[src/rtl/seven_segment_scan_decoder.sv]
// rtl/seven_segment_scan_decoder.sv - recovers hex nibbles from a multiplexed 7-segment display bus
//
// Purpose: samples the segment/dp/digit-select bus, waits for a pattern to stay
// stable for STABLE_CYCLES samples, then decodes it once into the selected
// digit slot. Pulses frame_valid when every digit has been captured.
//
// Ports:
//   clk          rising-edge clock
//   reset        synchronous active-high reset
//   seg_in       segments {g,f,e,d,c,b,a}, active-high
//   dp_in        decimal point, active-high
//   dig_sel      one-hot digit select, all-zero = blanking
//   clear_err    clears sticky error flags
//   value_out    decoded nibbles, digit i at [4i+3:4i]
//   dp_out       captured dp per digit
//   digit_valid  digit i captured since reset
//   frame_valid  one-cycle pulse when all digits have been seen
//   err_pattern  sticky: non-hex pattern on a one-hot capture
//   err_sel      sticky: multi-hot dig_sel on a capture
module seven_segment_scan_decoder #(
  parameter int DIGITS        = 4,
  parameter int STABLE_CYCLES = 4
) (
  input  logic                  clk,
  input  logic                  reset,
  input  logic [6:0]            seg_in,
  input  logic                  dp_in,
  input  logic [DIGITS-1:0]     dig_sel,
  input  logic                  clear_err,
  output logic [4*DIGITS-1:0]   value_out,
  output logic [DIGITS-1:0]     dp_out,
  output logic [DIGITS-1:0]     digit_valid,
  output logic                  frame_valid,
  output logic                  err_pattern,
  output logic                  err_sel
);

  localparam int         W      = 8 + DIGITS;
  localparam logic [3:0] STABLE = 4'(STABLE_CYCLES);

  typedef enum logic {QUALIFY, HELD} state_t;

  state_t                r_state;
  logic [W-1:0]          r_sample;
  logic [3:0]            r_cnt;
  logic [DIGITS-1:0]     r_seen;
  logic [4*DIGITS-1:0]   r_value;
  logic [DIGITS-1:0]     r_dp;
  logic [DIGITS-1:0]     r_dvalid;
  logic                  r_frame;
  logic                  r_err_pat;
  logic                  r_err_sel;

  logic [W-1:0]          w_in;
  logic                  w_same;
  logic [6:0]            w_seg;
  logic                  w_dp;
  logic [DIGITS-1:0]     w_sel;
  logic                  w_blank;
  logic                  w_multi;
  logic [3:0]            w_nib;
  logic                  w_hex_ok;
  logic [DIGITS-1:0]     w_new_seen;

  assign w_in   = {seg_in, dp_in, dig_sel};
  assign w_same = (w_in == r_sample);
  assign w_seg  = r_sample[W-1:DIGITS+1];
  assign w_dp   = r_sample[DIGITS];
  assign w_sel  = r_sample[DIGITS-1:0];

  assign w_blank    = (w_sel == '0);
  // Clearing the lowest set bit leaves something only if more than one bit was set.
  assign w_multi    = ((w_sel & (w_sel - DIGITS'(1))) != '0);
  assign w_new_seen = r_seen | w_sel;

  always_comb begin
    w_nib    = 4'h0;
    w_hex_ok = 1'b1;
    case (w_seg)
      7'h3F: w_nib = 4'h0;
      7'h06: w_nib = 4'h1;
      7'h5B: w_nib = 4'h2;
      7'h4F: w_nib = 4'h3;
      7'h66: w_nib = 4'h4;
      7'h6D: w_nib = 4'h5;
      7'h7D: w_nib = 4'h6;
      7'h07: w_nib = 4'h7;
      7'h7F: w_nib = 4'h8;
      7'h6F: w_nib = 4'h9;
      7'h77: w_nib = 4'hA;
      7'h7C: w_nib = 4'hB;
      7'h39: w_nib = 4'hC;
      7'h5E: w_nib = 4'hD;
      7'h79: w_nib = 4'hE;
      7'h71: w_nib = 4'hF;
      default: w_hex_ok = 1'b0;
    endcase
  end

  always_ff @(posedge clk) begin
    if (reset) begin
      r_state   <= QUALIFY;
      r_sample  <= '0;
      r_cnt     <= 4'd0;
      r_seen    <= '0;
      r_value   <= '0;
      r_dp      <= '0;
      r_dvalid  <= '0;
      r_frame   <= 1'b0;
      r_err_pat <= 1'b0;
      r_err_sel <= 1'b0;
    end else begin
      r_sample <= w_in;
      if (!w_same) begin
        r_cnt <= 4'd1;
      end else if (r_cnt != STABLE) begin
        r_cnt <= r_cnt + 4'd1;
      end

      r_frame <= 1'b0;

      // Clear first so that an error captured on the same edge still wins.
      if (clear_err) begin
        r_err_pat <= 1'b0;
        r_err_sel <= 1'b0;
      end

      case (r_state)
        QUALIFY: begin
          if (r_cnt == STABLE) begin
            // r_sample has been stable for STABLE samples: capture it once.
            if (w_multi) begin
              r_err_sel <= 1'b1;
            end else if (!w_blank) begin
              if (!w_hex_ok) begin
                r_err_pat <= 1'b1;
              end else begin
                for (int i = 0; i < DIGITS; i++) begin
                  if (w_sel[i]) begin
                    r_value[4*i +: 4] <= w_nib;
                    r_dp[i]           <= w_dp;
                    r_dvalid[i]       <= 1'b1;
                  end
                end
                if (&w_new_seen) begin
                  r_frame <= 1'b1;
                  r_seen  <= '0;
                end else begin
                  r_seen  <= w_new_seen;
                end
              end
            end
            r_state <= w_same ? HELD : QUALIFY;
          end
        end
        HELD: begin
          if (!w_same) begin
            r_state <= QUALIFY;
          end
        end
        default: r_state <= QUALIFY;
      endcase
    end
  end

  assign value_out   = r_value;
  assign dp_out      = r_dp;
  assign digit_valid = r_dvalid;
  assign frame_valid = r_frame;
  assign err_pattern = r_err_pat;
  assign err_sel     = r_err_sel;

endmodule
[config.mk]
export PLATFORM = sky130hd
export DESIGN_NAME = seven_segment_scan_decoder
export DESIGN_NICKNAME = d
export VERILOG_FILES = /design/src/rtl/seven_segment_scan_decoder.sv
export SDC_FILE = /design/constraint.sdc
export NUM_CORES = 1
export LEC_CHECK = 0
export BUFFER_PORTS_ARGS = -buffer_cell sky130_fd_sc_hd__buf_2
export CORE_MARGIN = 5
export CORE_UTILIZATION = 45
export DETAILED_ROUTE_END_ITERATION = 10
export PLACE_DENSITY_LB_ADDON = 0.1
export SLEW_MARGIN = 0
export SYNTH_ARGS = -nofsm -noshare
export SYNTH_HDL_FRONTEND = slang
export SYNTH_SLANG_ARGS = --single-unit
export TNS_END_PERCENT = 20
[constraint.sdc]
create_clock -name clk -period 3.9 [get_ports clk]
set_input_delay 0.39 -clock clk [delete_from_list [all_inputs] [get_ports clk]]
set_output_delay 0.39 -clock clk [all_outputs]
set_load 0.05 [all_outputs]
# == Yosys cells after proc, flatten, opt, wreduce, memory -nomap -nowiden ==
# Cells that the tools add are included.
# word_totals
regBits,48
inputBits,15
# classes
addsub,2
n_eq_ne,20
muxes,19
bitwise_logic,8
reduce_logical,11
# op_table
operator,count
"== test 7 bit, second input constant",12
case mux 4 bit (15 select lines),1
AND reduction 6 bit,4
2-to-1 mux 1 bit,16
OR reduction 16 bit,1
"== test 7 x 3 -> 1 bit, second input constant",2
"== test 7 x 6 -> 1 bit, second input constant",2
== test 12 bit,1
inverter 1 bit,6
OR reduction 6 bit,1
AND reduction 5 bit,1
"adder 4 x 1 -> 4 bit, second input constant",1
AND 4 bit,1
"== test 4 x 3 -> 1 bit, second input constant",1
zero test 4 bit,1
2-to-1 mux 4 bit,1
"inequality test 4 x 3 -> 1 bit, second input constant",1
bitwise OR 4 bit,1
AND reduction 4 bit,1
nonzero test 4 bit,1
"subtractor 4 x 1 -> 4 bit, second input constant",1
"inequality test 2 x 1 -> 1 bit, second input constant",1
case mux 1 bit (2 select lines),1
OR reduction 2 bit,1

# == Logic depth before layout (Yosys ltp) ==
# Gate-level depths: netlist of run 1.
# logic_depth
depth_word,8
mapped_depth,8

# == Least setup slack after synthesis of run 1 ==
# No wires, ideal clock.
# synth_timing
path_kind,register to register
start,reg r_sample[9]
end,reg r_dp[1] (netlist: dp_out[1])
setup_time_ps,72
arrival_time_ps,1803
slack_ps,2025
stages_incl_launch_ff,8
period_less_slack_ps,1875
cell_sequence,dfxtp_1 > buf_4 > nand4b_1 > o22ai_2 > or4_1 > buf_6 > o211ai_1 > mux2i_1
# synth_via
elab_chain_cells,4
word_cells_on_any_way,19
classes_between,16 x eq/ne; 1 x mux; 2 x reduce/logical
# synth_lines
item,line_no,text
start: declaration,44,logic [W-1:0] r_sample;
start signal: assignment,113,r_sample <= w_in;
== test 7 bit (tied with other cells),79,case (w_seg)
OR reduction 16 bit (no source line) *,--,
2-to-1 mux 1 bit *,79,
AND reduction 6 bit (no source line) *,--,
end signal: indexed assignment,141,r_dp[i] <= w_dp;
end: declaration,48,logic [DIGITS-1:0] r_dp;
# Mark *: on every way between the ends. The rest lies on a longest branch, timed or not.
# A chain may end at the register's enable or synchronous reset.

# == Worst setup path in the final report of run 1 ==
# layout_timing
start,reg r_sample[6]
end,reg r_dp[2] (netlist: dp_out[2])
# The elaborated chain is that of the path after synthesis.

==> impl_metrics.toml, run 1 <==
[sta]
hold_viol_final = 0
slew_violations = 0
worst-slew-pin-transition_ns = 0.7972
finalSetupTns_ns = 0
rsz0062_at_grt = "no"
holdWs_ns = 0.3195
slew_headroom_pct = 46.85
setup_viol = 0
post-route-period-util_pct = 64.91
clock-skew-final_ns = 0.005046
max_freq_ghz = 0.3950
finalCriticalPeriod_ns = 2.532

[finish]
areaGrowthSynthToFinish_pct = 11.59
fin_cells = 348
finalNetCount = 294
fin_util_pct = 52.15
drive_gt1_share_pct = 22.30
diodes = 0

[critical_path]
crit_start = "r_sample[6]"
rrSetupSlack_ns = 1.37
crit_buf_inv = 0
worstPathArrival_ns = 2.76
cp.required_ns = 4.13
r2r_start = "r_sample[6]"
max_stage_delay_ns = 0.80
startpoint_type = "flop"
r2r_cells = 5
end_kind = "flop"
worstSetupPathType = "flop to flop"
critPathTopFamily = "simple AND/OR/NAND/NOR gates"
crit_fanout = 16
cpMaxStageDelayCell = "or4_1"
crit_path_cell_trace = "or4bb_1, o22ai_2, or4_1, o211ai_1, mux2i_1"
r2r-end = "dp_out[2]"

[synth]
synth_top_area_share_pct = 39.75
yosysWarnings = 0
netlist_top_cells_area = "dfxtp_1, mux2i_1, xnor2_1"
synthesis.nets = 265
synthCells = 248
synth_cell_types = 46
ys.flop_type = "dfxtp_1"
ys_seq_area_share_pct = 39.75
synth_top_area_cell = "dfxtp_1"
async_flop_share_pct = 0
syn_avg_cell_area_um2 = 9.747
yosysMostFrequentCell = "dfxtp_1"
netlist_area_um2 = 2417
synth_edf_count = 0
synth_common_cells = "dfxtp_1, nand2b_1, mux2i_1"
synth-seq-cells = 48

[routing]
first_iter_violations = 146
remaining_drc_errors = 0
first_pass_iters = 4
avgRoutedWirePerCell_um = 14.24
detail_route.vias_per_cell = 5.155
drtAntennaViolNets = 0
wirelength_um = 4954
num_vias = 1794

[floorplanning]
io_pins = 42
coreArea_um2 = 5172
dieArea_um2 = 6937
die_w_um = 83.29
fp.dieH_um = 83.29
rows = 26
initial_core_util_pct = 46.73

[pwr]
p_leak_nw = 1.126
p_per_area_nw_per_um2 = 327.1
power.internal_uw = 670.4
sequentialPowerShare_pct = 58.9
peakVddDrop_uv = 182.4
swShare_pct = 24.02
combinationalPowerShare_pct = 6.6
p_sw_uw = 212.0
total_power_uw = 882.4
p_clk_share_pct = 34.5

[grt]
grt_max_degree = 51
grt_usage_pct = 14.60
grt_pass1_vias = 1735
grt_overflow = 0
grt_pass1_wl_um = 8362
grt_antenna_before_repair = 0

[worst_hold_path]
hp-class = "primary input to flop"
min_to = "r_sample[9]"
worstHoldStart = "seg_in[4]"
worstHoldPathCells = 2

[clocking]
cts_buffer_depth = 2
cts_tree = "built"
cts.sinks = 48
ctsHoldBuffers = 0
root_buffer = "clkbuf_8"
cts_made_buffers = 5
post_cts_buffers = 0
htree_levels = 2
cts_resized = 0
clk_pin_slew_worst_paths_ns = 0.09
insertion_delay_ns = 0.30

[placement]
io_buffers = 41
gp_congestion = 0.7450
dp_cells = 340
dp_hpwl_um = 3390

[flow_run]
maxCapViolCount = 0

[status]
status = "complete, no violations"
## stage by stage
step                      worst slack (ns)  cell area, um2
after floorplan                      2.025            2417
after global placement               1.434            2605
after detailed placement             1.403            2605
after CTS                            1.373            2698
after global routing                 1.251            2698
final                                1.368            2698
## worst register-to-register path, delay by kind of cell, from the launching register on
kind | cells | cell delay, ns
compound gates | 2 | 0.51
flops | 1 | 0.68
mux | 1 | 0.22
simple gates | 2 | 1.05
## final cells by class
| class | count | area (um2) |
|---|---|---|
| sequential | 48 | 960.9 |
| fill | 489 | 2475 |
| clock buffer | 6 | 82.58 |
| timing repair buffer | 41 | 205.2 |
| clock inverter | 2 | 10.01 |
| tap | 70 | 87.58 |
| inverter | 12 | 45.04 |
| multi-input combinational | 169 | 1306 |
## cells by family after synthesis
family          after synthesis  share of synthesized area (%)
mux                          20                          8.281
flops                        48                          39.75
buf+inv                      31                          6.211
fa+ha+maj                     3                          1.449
xor+xnor                     17                          6.159
simple gates                 81                          20.70
compound gates               48                          17.44
## state kept, by name (all words and copies together), names as in the netlist
name / count
r_seen: 4
r_state: 1
err_pattern: 1
digit_valid: 4
dp_out: 4
r_sample: 12
err_sel: 1
r_cnt: 4
value_out: 16
frame_valid: 1
## power groups by stage
stage / Combinational [mW] / Clock [mW] / Sequential, mW
after floorplan: 0.0598 / 0 / 0.513
after global placement: 0.0581 / 0 / 0.531
after detailed placement: 0.0588 / 0 / 0.531
after CTS: 0.0591 / 0.319 / 0.520
after global routing: 0.0651 / 0.338 / 0.522
final: 0.0580 / 0.305 / 0.520
## per-layer routing
layer	part of all wire [%]	routed length (um)	vias to the layer above	GRT usage [%]
met4	1.3	63	0	4.458
li1	-	-	924	-
met1	49	2413	835	19.15
met5	0	0	-	0
met3	3.8	189	6	3.960
met2	46	2287	29	23.32
## placed cells by master (no fill, tap or decap), drive strengths merged, types with 4 or more instances in the layout
cell and n:
nand3 5, o211ai 9, nand2b 22, dfxtp 48
nand4 4, nor2b 14, a211oi 5, xnor2 17
mux2i 20, clkbuf 6, nor2 11, a21oi 14
buf 41, inv 12
## how the worst max path moves through the flow
stage                         end  slack [ns]  cells after the start
finish                  dp_out[2]        1.37                      5
global placement    value_out[12]        1.43                      5
CTS                 value_out[10]        1.37                      5
detailed placement  value_out[10]        1.40                      5
global route            dp_out[0]        1.25                      5
floorplan               dp_out[1]        2.03                      7
Power figures use the tool's default switching activity.
==> run 2: changes to the inputs <==
==> constraint.sdc (replaced) <==
create_clock -name clk -period 2.6 [get_ports clk]
set_input_delay 0.26 -clock clk [delete_from_list [all_inputs] [get_ports clk]]
set_output_delay 0.26 -clock clk [all_outputs]
set_load 0.05 [all_outputs]
==> impl_metrics.toml, run 2 (synthesized netlist as in run 1, its figures left out) <==
[status]
status = "complete, no violations"

[finish]
areaGrowthSynthToFinish_pct = 15.17
diodes = 0
layout_commonest_cell = "dfxtp_1"
fin_util_pct = 53.82
fin_area_um2 = 2784
drive_gt1_share_pct = 24.21
fin_cells = 355
final_cell_mix = "dfxtp_1, buf_2, nand2b_1, mux2i_1, xnor2_1"
largest_reg_flops = 16
finalNetCount = 303

[sta]
hold_viol_final = 0
rsz0062_at_grt = "no"
max_freq_ghz = 0.4417
finalSetupTns_ns = 0
clock-skew-final_ns = 0.005042
finalCriticalPeriod_ns = 2.264
worst-slew-pin-transition_ns = 0.6401
setup_viol = 0
slew_violations = 0
post-route-period-util_pct = 87.08
slew_headroom_pct = 57.33

[grt]
grt_usage_pct = 15.25
use_met2_pct = 23.76
grt_pass1_vias = 1810
grt-busiest-layer = "met2"
grt_overflow = 0
use_met3_pct = 3.960
grt_antenna_before_repair = 0
grt_max_degree = 33
grt_pass1_wl_um = 8852
globalRouteMet1Util_pct = 20.84

[placement]
io_buffers = 41
gp_congestion = 0.7320
dp_cells = 349
placed_cell_area_um2 = 2685
dp_hpwl_um = 3668

[floorplanning]
io_pins = 42
fp.dieH_um = 83.29
die_w_um = 83.29
dieArea_um2 = 6937
initial_core_util_pct = 46.73
coreArea_um2 = 5172
rows = 26

[clocking]
cts.sinks = 48
root_buffer = "clkbuf_8"
insertion_delay_ns = 0.29
cts_made_buffers = 5
clk_pin_slew_worst_paths_ns = 0.09
cts_tree = "built"
htree_levels = 2
ctsHoldBuffers = 0
post_cts_buffers = 0
cts_resized = 0
cts_buffer_depth = 2

[critical_path]
crit_fanout = 11
crit_path_cell_trace = "nor3b_1, a32o_1, a32o_1, o211ai_1, mux2i_1"
critPathTopFamily = "compound AO/OA/AOI/OAI gates"
cp.required_ns = 2.77
cpMaxStageDelayCell = "a32o_1"
crit_buf_inv = 0
max_stage_delay_ns = 0.59
worstPathArrival_ns = 2.43
startpoint_type = "flop"
cp_common_cell = "a32o_1"
end_kind = "flop"
worstSetupPathType = "flop to flop"

[routing]
avgRoutedWirePerCell_um = 14.21
num_vias = 1853
drtAntennaViolNets = 0
wirelength_um = 5046
first_iter_violations = 103
detail_route.vias_per_cell = 5.220
remaining_drc_errors = 0
first_pass_iters = 4

[pwr]
p_leak_nw = 1.173
p_per_area_nw_per_um2 = 499.1
peakVddDrop_uv = 289.3

[worst_hold_path]
hp-class = "primary input to flop"

[flow_run]
maxCapViolCount = 0
## run 2: cell types whose count changed in the layout (fill, tap and decap cells not counted), sizes merged
cell	before	now
buf	41	50
clkinv	2	0
bufinv	0	1
clkbuf	6	5
## run 2: worst paths after layout
check                 start             end  slack (ns)  cells past startpoint
max             r_sample[6]   value_out[11]        0.34                      5
min                   dp_in     r_sample[4]        0.20                      2
max reg2reg     r_sample[6]   value_out[11]        0.34                      5
min reg2reg  digit_valid[1]  digit_valid[1]        0.45                      2
## run 2: final cells by class
cell class / instances / area [um2]
multi-input cells: 169 / 1306
repair buffers: 50 / 285.3
clock buffers: 5 / 68.82
inverters: 12 / 45.04
clock inverters: 1 / 30.03
flip-flops and latches: 48 / 960.9
fillers: 490 / 2389
well taps: 70 / 87.58
## run 2: worst register-to-register path: stages, from the launching register on
cell,delay [ns]
dfxtp_1,0.52
nor3b_1,0.38
a32o_1,0.21
a32o_1,0.59
o211ai_1,0.28
mux2i_1,0.17
## run 2: metrics by stage
stage                     power, mW  setup slack, ns  hold slack [ns]
after floorplan              0.8588           0.7251           0.3882
after CTS                     1.409           0.3287           0.1952
after detailed placement     0.8943           0.3635           0.4405
after global placement       0.8946           0.3765           0.4328
final                         1.389           0.3359           0.2013
after global routing          1.457           0.1258           0.1921
## run 2: routing by layer
layer	vias up	wire, um
met2	35	2244
met1	873	2519
li1	940	-
met5	-	0
met3	5	225
met4	0	57
## run 2: power breakdown
group / internal, mW / switching, mW / total (mW)
clock: 0.276 / 0.237 / 0.514
combinational: 0.0557 / 0.0514 / 0.107
sequential: 0.745 / 0.0236 / 0.769
